### src/rtl/bin2bcd_iter_pkg.sv
// Shared definitions for the iterative binary-to-BCD converter.
// Holds the controller state encoding and a constant helper that tells
// how many decimal digits are needed to hold the largest BIN_W-bit value.
package bin2bcd_iter_pkg;

  // Controller states: waiting, shifting one bit per clock, result ready
  typedef enum logic [1:0] {
    IDLE  = 2'd0,
    SHIFT = 2'd1,
    DONE  = 2'd2
  } state_t;

  // Number of decimal digits of 2^bin_w - 1 (the largest unsigned operand).
  // Signed mode never exceeds this, since its largest magnitude is 2^(bin_w-1).
  function automatic int min_digits(input int bin_w);
    longint unsigned value;
    int count;
    value = (64'd1 << bin_w) - 64'd1;
    count = 1;
    while (value >= 64'd10) begin
      value = value / 64'd10;
      count = count + 1;
    end
    return count;
  endfunction

endpackage

### src/rtl/bin2bcd_iter_digit_adj.sv
// Single BCD digit correction step of the double-dabble algorithm.
// A digit of 5 or more is bumped by 3 so that the following left shift
// carries correctly into the next decimal digit.
// Ports:
//   digit_in  - 4-bit BCD digit before correction
//   digit_out - corrected digit (digit_in + 3 when digit_in >= 5)
module bcd_digit_adj
  import bin2bcd_iter_pkg::*;
(
  input  logic [3:0] digit_in,
  output logic [3:0] digit_out
);

  assign digit_out = (digit_in >= 4'd5) ? (digit_in + 4'd3) : digit_in;

endmodule

### src/rtl/bin2bcd_iter.sv
// Iterative (one bit per clock) binary to packed-BCD converter using the
// shift-and-add-3 method, with optional two's-complement input.
// Ports:
//   clk       - clock, all state changes on the rising edge
//   rst       - synchronous active-high reset, overrides everything
//   start     - conversion request, only honoured when not busy
//   bin       - binary operand, captured together with start
//   is_signed - 1 treats bin as two's complement, captured with start
//   busy      - high while bits are being shifted
//   done      - one-cycle pulse when bcd/neg carry a fresh result
//   bcd       - packed BCD magnitude, digit 0 in bits [3:0]
//   neg       - result sign, 1 = negative (never set for zero)
module bin2bcd_iter
  import bin2bcd_iter_pkg::*;
#(
  parameter int BIN_W  = 8,
  parameter int DIGITS = 3
) (
  input  logic                  clk,
  input  logic                  rst,
  input  logic                  start,
  input  logic [BIN_W-1:0]      bin,
  input  logic                  is_signed,
  output logic                  busy,
  output logic                  done,
  output logic [4*DIGITS-1:0]   bcd,
  output logic                  neg
);

  localparam int BCD_W = 4 * DIGITS;
  localparam int CNT_W = $clog2(BIN_W + 1);
  localparam logic [CNT_W-1:0] LAST_CNT = CNT_W'(BIN_W - 1);

  // Refuse to build configurations that cannot hold the result
  if (BIN_W < 2 || BIN_W > 32) begin : g_bad_width
    $error("bin2bcd_iter: BIN_W must be in 2..32");
  end
  if (DIGITS < min_digits(BIN_W)) begin : g_bad_digits
    $error("bin2bcd_iter: DIGITS too small for BIN_W");
  end

  state_t            state;
  state_t            state_next;
  logic [BCD_W-1:0]  acc;
  logic [BCD_W-1:0]  acc_adj;
  logic [BCD_W-1:0]  acc_next;
  logic [BIN_W-1:0]  opr;
  logic [BIN_W-1:0]  opr_next;
  logic [BIN_W-1:0]  magnitude;
  logic [CNT_W-1:0]  cnt;
  logic              sign;
  logic              load;
  logic              last_shift;

  // A new request is accepted from IDLE or straight out of DONE
  assign load       = (state != SHIFT) && start;
  assign last_shift = (state == SHIFT) && (cnt == LAST_CNT);

  // Operand magnitude; the most negative value negates onto itself, which
  // read as unsigned is exactly the required 2^(BIN_W-1)
  always_comb begin
    magnitude = bin;
    if (is_signed && bin[BIN_W-1]) begin
      magnitude = ~bin + BIN_W'(1);
    end
  end

  // One correction cell per accumulator digit
  for (genvar g = 0; g < DIGITS; g++) begin : g_adj
    bcd_digit_adj u_adj (
      .digit_in  (acc[4*g +: 4]),
      .digit_out (acc_adj[4*g +: 4])
    );
  end

  // Corrected accumulator and operand move left together, operand MSB first
  assign {acc_next, opr_next} = {acc_adj, opr} << 1;

  // State register
  always_ff @(posedge clk) begin
    if (rst) begin
      state <= IDLE;
    end else begin
      state <= state_next;
    end
  end

  // Next-state logic
  always_comb begin
    state_next = state;
    case (state)
      IDLE:    if (start) state_next = SHIFT;
      SHIFT:   if (cnt == LAST_CNT) state_next = DONE;
      DONE:    state_next = start ? SHIFT : IDLE;
      default: state_next = IDLE;
    endcase
  end

  // Datapath: load on accept, shift while busy, publish on the last shift.
  // bcd/neg only change on that last shift so intermediate sums never leak.
  always_ff @(posedge clk) begin
    if (rst) begin
      acc  <= '0;
      opr  <= '0;
      cnt  <= '0;
      sign <= 1'b0;
      bcd  <= '0;
      neg  <= 1'b0;
    end else if (load) begin
      acc  <= '0;
      opr  <= magnitude;
      cnt  <= '0;
      sign <= is_signed & bin[BIN_W-1];
    end else if (state == SHIFT) begin
      acc <= acc_next;
      opr <= opr_next;
      cnt <= cnt + CNT_W'(1);
      if (last_shift) begin
        bcd <= acc_next;
        neg <= sign & (acc_next != '0);
      end
    end
  end

  assign busy = (state == SHIFT);
  assign done = (state == DONE);

endmodule

### config.mk
export PLATFORM = sky130hd
export DESIGN_NAME = bin2bcd_iter
export DESIGN_NICKNAME = d
export VERILOG_FILES = /design/src/rtl/bin2bcd_iter_pkg.sv /design/src/rtl/bin2bcd_iter_digit_adj.sv /design/src/rtl/bin2bcd_iter.sv
export SDC_FILE = /design/constraint.sdc
export NUM_CORES = 1
export LEC_CHECK = 0
export BUFFER_PORTS_ARGS = -buffer_cell sky130_fd_sc_hd__buf_2
export CAP_MARGIN = 20
export CORE_MARGIN = 8
export CORE_UTILIZATION = 60
export CTS_CLUSTER_SIZE = 14
export DETAILED_ROUTE_END_ITERATION = 16
export PLACE_DENSITY_LB_ADDON = 0.12
export SYNTH_ARGS = -nofsm -noshare
export SYNTH_HDL_FRONTEND = slang
export SYNTH_SLANG_ARGS = --single-unit
### constraint.sdc
create_clock -name clk -period 3.9 [get_ports clk]
set_clock_uncertainty 0.2 [all_clocks]
set_input_delay 0.78 -clock clk [delete_from_list [all_inputs] [get_ports clk]]
set_output_delay 0.78 -clock clk [all_outputs]
set_load 0.03 [all_outputs]
# After elaboration in Yosys (flattened, before gate mapping)
# Index checks and enable logic that the tools add are counted.
# Widths: inputs -> output; s select.
totals:
  input_bits: 12
  elab_cells: 44
  regBits: 40
  output_inout_bits: 15
op_classes:
  addsub: 5
  n_lt_le_gt_ge: 3
  eq_ne: 6
  bitwise_logic: 4
  n_mux: 10
  reduce_logical: 9
op_table:
  columns: ["cell", "n"]
  rows:
  - ["$mux 8", 3]
  - ["$ge 4x3->1 const B", 3]
  - ["$reduce_bool 12->1", 1]
  - ["$add 4x2->4 const B", 2]
  - ["$add 8x1->8 const B", 1]
  - ["$mux 4", 2]
  - ["$not 8->8", 1]
  - ["$pmux 2 s3", 1]
  - ["$add 4x1->4 const B", 1]
  - ["$eq 4x3->1 const B", 1]
  - ["$mux 2", 2]
  - ["$ne 2x1->1 const B", 2]
  - ["$add 3x2->3 const B", 1]
  - ["$logic_and 1x1->1", 3]
  - ["$mux 3", 1]
  - ["$reduce_and 3->1", 1]
  - ["$and 1x1->1", 2]
  - ["$eq 2x1->1 const B", 1]
  - ["$eq 2x2->1 const B", 1]
  - ["$logic_not 2->1", 1]
  - ["$ne 2x2->1 const B", 1]
  - ["$reduce_and 2->1", 1]
  - ["$reduce_bool 2->1", 1]
  - ["$reduce_or 2->1", 1]
  - ["2 further kinds", 2]

# Logic depth before layout (Yosys ltp)
logic_depth:
  ltp_word: 4
  depth_mapped: 7
  depth_no_buf: 7

# Cells and area by module
# From an unflattened synthesis, not the netlist that was laid out.
unflattened:
  hier_cells: 259
  hier_area_um2: 2094.5
modules_own_cells:
  columns: ["mod", "seq_area_each_um2", "area_each_um2", "cells_each", "instances"]
  rows:
  - ["bin2bcd_iter", 800.8, 1790.5, 211, 1]
  - ["bcd_digit_adj", 0.0, 101.3, 16, 3]

# Worst setup path before layout
# Ideal clock, no wire load.
synth_timing:
  kind: "flip-flop to output port"
  from: "reg state[1]"
  to: "out busy"
  path_stages_with_launch: 5
  setup_slack_ps: 1763
  required_ps: 2920
  arrival_time_ps: 1157
  n_path_buf: 2
  cell_sequence: "dfxtp_1 nand2b_1 clkbuf_1 inv_1 clkbuf_1"
synth_via:
  elab_chain_len: 1
synth_lines:
  columns: ["element", "line", "source"]
  rows:
  - ["from (decl)", "bin2bcd_iter.sv:42", "state_t state;"]
  - ["from (signal assigned)", "bin2bcd_iter.sv:84", "state <= state_next;"]
  - ["$eq 2x1->1", "bin2bcd_iter.sv:125", "assign busy = (state == SHIFT);"]
  - ["to (decl)", "bin2bcd_iter.sv:24", "output logic busy,"]
# No other way between the ends.

# Worst setup path in the final report
# Ends and elaborated chain as after synthesis.

==> metrics <==
setup bufs post-CTS 0; remaining antenna violation count after routing 0; GP Congestion 0.739; Seq/Total Area, Yosys 41.1%; Top FF cell, synth dfxtp_1; Hold Path End bcd[6]$_SDFFE_PP0P_; post-synthesis cell area 0.00195 mm²; PostCTS Resize Cnt 0; CTS tree yes; initial antenna violation count 0; Final Net Count 293; Worst R2R End neg$_SDFFE_PP0P_; crit path capture type output port; R2R depth 5; outcome completed; vias in the first global route 1590; Worst setup SP type flop; via count 1748; synth cell count leaders nand2_1 (49), dfxtp_1 (40), a21oi_1 (36); Tmin final roughly 2500 ps; fin cells 318; Inserted Clock Buffers 5; Via density 5.50; Worst Hold Class reg -> reg; Syn. warnings 0; worst rel slew slack 53.2%; final WL 4.06 mm; switching share of power 25.3%; Crit path required time a little under 3000 ps; Die Width roughly 73 µm; Area growth, synth to finish 11.8%; MaxCap Viol Count 0; RSZ-0062 raised after global routing no; final period utilization 65.4%; Synth Register Bits 40; Root Driver clkbuf_4; layout cell share with drive strength beyond 1 between 10% and 20%; WL/cell 12.8 µm; worst skew pair latency 340 ps; Clk pin slew, worst setup/hold paths between 100 and 150 ps; hold path depth 2; setup slack, reg-to-reg 1750 ps; CORE AREA slightly above 0.003 mm²; Worst Max-Slew Pin Slew 702 ps; first-pass GRT wire length 6.81 mm; CP arrival 1570 ps; hold_sp bcd[6]$_SDFFE_PP0P_; largest net degree at the start of global routing 32; post-synthesis async set-or-reset flop share 0%; P_sw 0.000197 W; setup_tns 0 ps; Ports 27; most common cell in the netlist nand2_1; H-tree lvl count 2; syn_nets 271; crit path kind reg -> out; Leak Pwr 0.869 nW; dpl cells 310; DP HPWL 2.90 mm; Initial Util 63.3%; P per Cell Area 358 mW/mm²; Yosys top cell area share 41.1%; Die Y 73.0 µm; die area 0.00532 mm²; Rows 20; Post-synth EDFFs 0; hold_buf cts 0; Slew Limit Fails 0; critical path peak fanout 19; cells after synthesis 251; top cells by area, synth dfxtp_1 (41%), nand2_1 (9.4%), a21oi_1 (9.3%); Overflow after GRT 0; # DRC 0; final setup violating endpoints 0; reg2reg start state[1]$_SDFFE_PP0P_; Port-buffer cells 26; leading area contributor after synthesis dfxtp_1; Pre-antenna DRT Iters 4; Hold WS 258 ps; # diodes 0; gr usage total 15.7%; Unique masters post-synth 34; Reg power frac between 50% and 60%; Int Power 0.000583 W; Max IR drop VDD 344 µV; Max Freq 0.392 GHz; clock share of power 34.7%; Hold Vio Cnt, Final 0; Max Buffers Root-to-Sink 2; Logic pwr share 10.6%; Iteration-0 DRC Markers 97; Num Clock Sinks 40; synthesized area per cell 7.76 µm²
how the worst max path moves through the flow:
stage,slack (ps),to,startpoint,cells past startpoint
2_1_floorplan,1760,busy,state[1]$_SDFFE_PP0P_,4
3_3_place_gp,1580,opr[6]$_SDFFE_PP0P_,bin[4],6
3_5_place_dp,1530,opr[6]$_SDFFE_PP0P_,bin[4],6
4_1_cts,1330,busy,state[1]$_SDFFE_PP0P_,3
5_1_grt,1210,busy,state[1]$_SDFFE_PP0P_,3
6_report,1350,busy,state[1]$_SDFFE_PP0P_,3
placed cells by master, fill, tap and decap left out, types with 2 or more instances in the layout:
cell / Yosys / routed
nor2b_1: 2 / 2
inv_1: 10 / 10
nand3b_1: 2 / 2
nor3_1: 3 / 3
ha_1: 8 / 8
a311oi_1: 2 / 2
nand2_1: 49 / 49
xor2_1: 4 / 4
xnor2_1: 7 / 7
mux2i_1: 4 / 4
nor3b_1: 4 / 4
o21ai_0: 8 / 8
a31o_2: 2 / 2
nand2b_1: 4 / 4
buf_4: 0 / 2
clkbuf_4: 0 / 5
a211oi_1: 7 / 7
and3_1: 2 / 2
buf_2: 2 / 26
nand3_1: 5 / 5
dfxtp_1: 40 / 40
nand4_1: 2 / 2
nor2_1: 26 / 26
a21oi_1: 36 / 36
area by class of cell:
| type | instances | area, µm² |
|---|---|---|
| Clock inverter | 3 | 42.5 |
| Fill cell | 258 | 902 |
| Tap cell | 44 | 55.1 |
| Clock buffer | 5 | 37.5 |
| Timing Repair Buffer | 28 | 145 |
| Inverter | 10 | 37.5 |
| Multi-Input combinational cell | 188 | 1060 |
| Sequential cell | 40 | 801 |
kinds of logic (layout without fill, tap and decap cells):
family | after synthesis | in the layout | share of synthesized area, %
compound gates | 62 | 62 | 18.6
xor+xnor | 11 | 11 | 4.95
fa+ha+maj | 8 | 8 | 5.14
buf+inv | 23 | 46 | 4.56
flops | 40 | 40 | 41.1
mux | 4 | 4 | 2.06
simple gates | 103 | 103 | 23.5
worst max-delay path: stages, from the launching register on:
cell and delay (ps):
dfxtp_1 340, nand2b_1 560, inv_1 120, buf_2 210
state kept, by name, summed over array words and instances, names as in the netlist:
name	flops
neg	1
bcd	12
cnt	4
sign	1
opr	8
state	2
acc	12
per-stage QoR:
step / utilization (%) / instance area [µm²] / power [W] / worst slack, ps
6_report: 70.7 / 2180 / 0.000780 / 1350
5_1_grt: 70.7 / 2180 / 0.000813 / 1210
4_1_cts: 70.7 / 2180 / 0.000784 / 1330
3_5_place_dp: 68.1 / 2100 / 0.000518 / 1530
3_3_place_gp: 68.1 / 2100 / 0.000516 / 1580
2_1_floorplan: - / 1950 / 0.000495 / 1760
routing by layer:
metal / wire (µm) / share of wire (%) / vias up / track usage [%]
met3: 233 / 5.7 / 5 / 4.53
met4: 33 / 0.81 / 0 / 4.89
met5: 0 / 0 / - / 0
met1: 1880 / 46 / 797 / 18.2
met2: 1910 / 47 / 44 / 26.8
li1: - / - / 902 / -
power by group through the flow:
| stage | Combinational (W) | Clock (W) | Sequential [W] |
|---|---|---|---|
| floorplan | 0.0000613 | 0 | 0.000434 |
| global placement | 0.0000808 | 0 | 0.000435 |
| detailed placement | 0.0000822 | 0 | 0.000436 |
| CTS | 0.0000827 | 0.000274 | 0.000426 |
| global route | 0.0000921 | 0.000293 | 0.000428 |
| finish | 0.0000828 | 0.000271 | 0.000427 |
(Power assumes the default switching activity.)
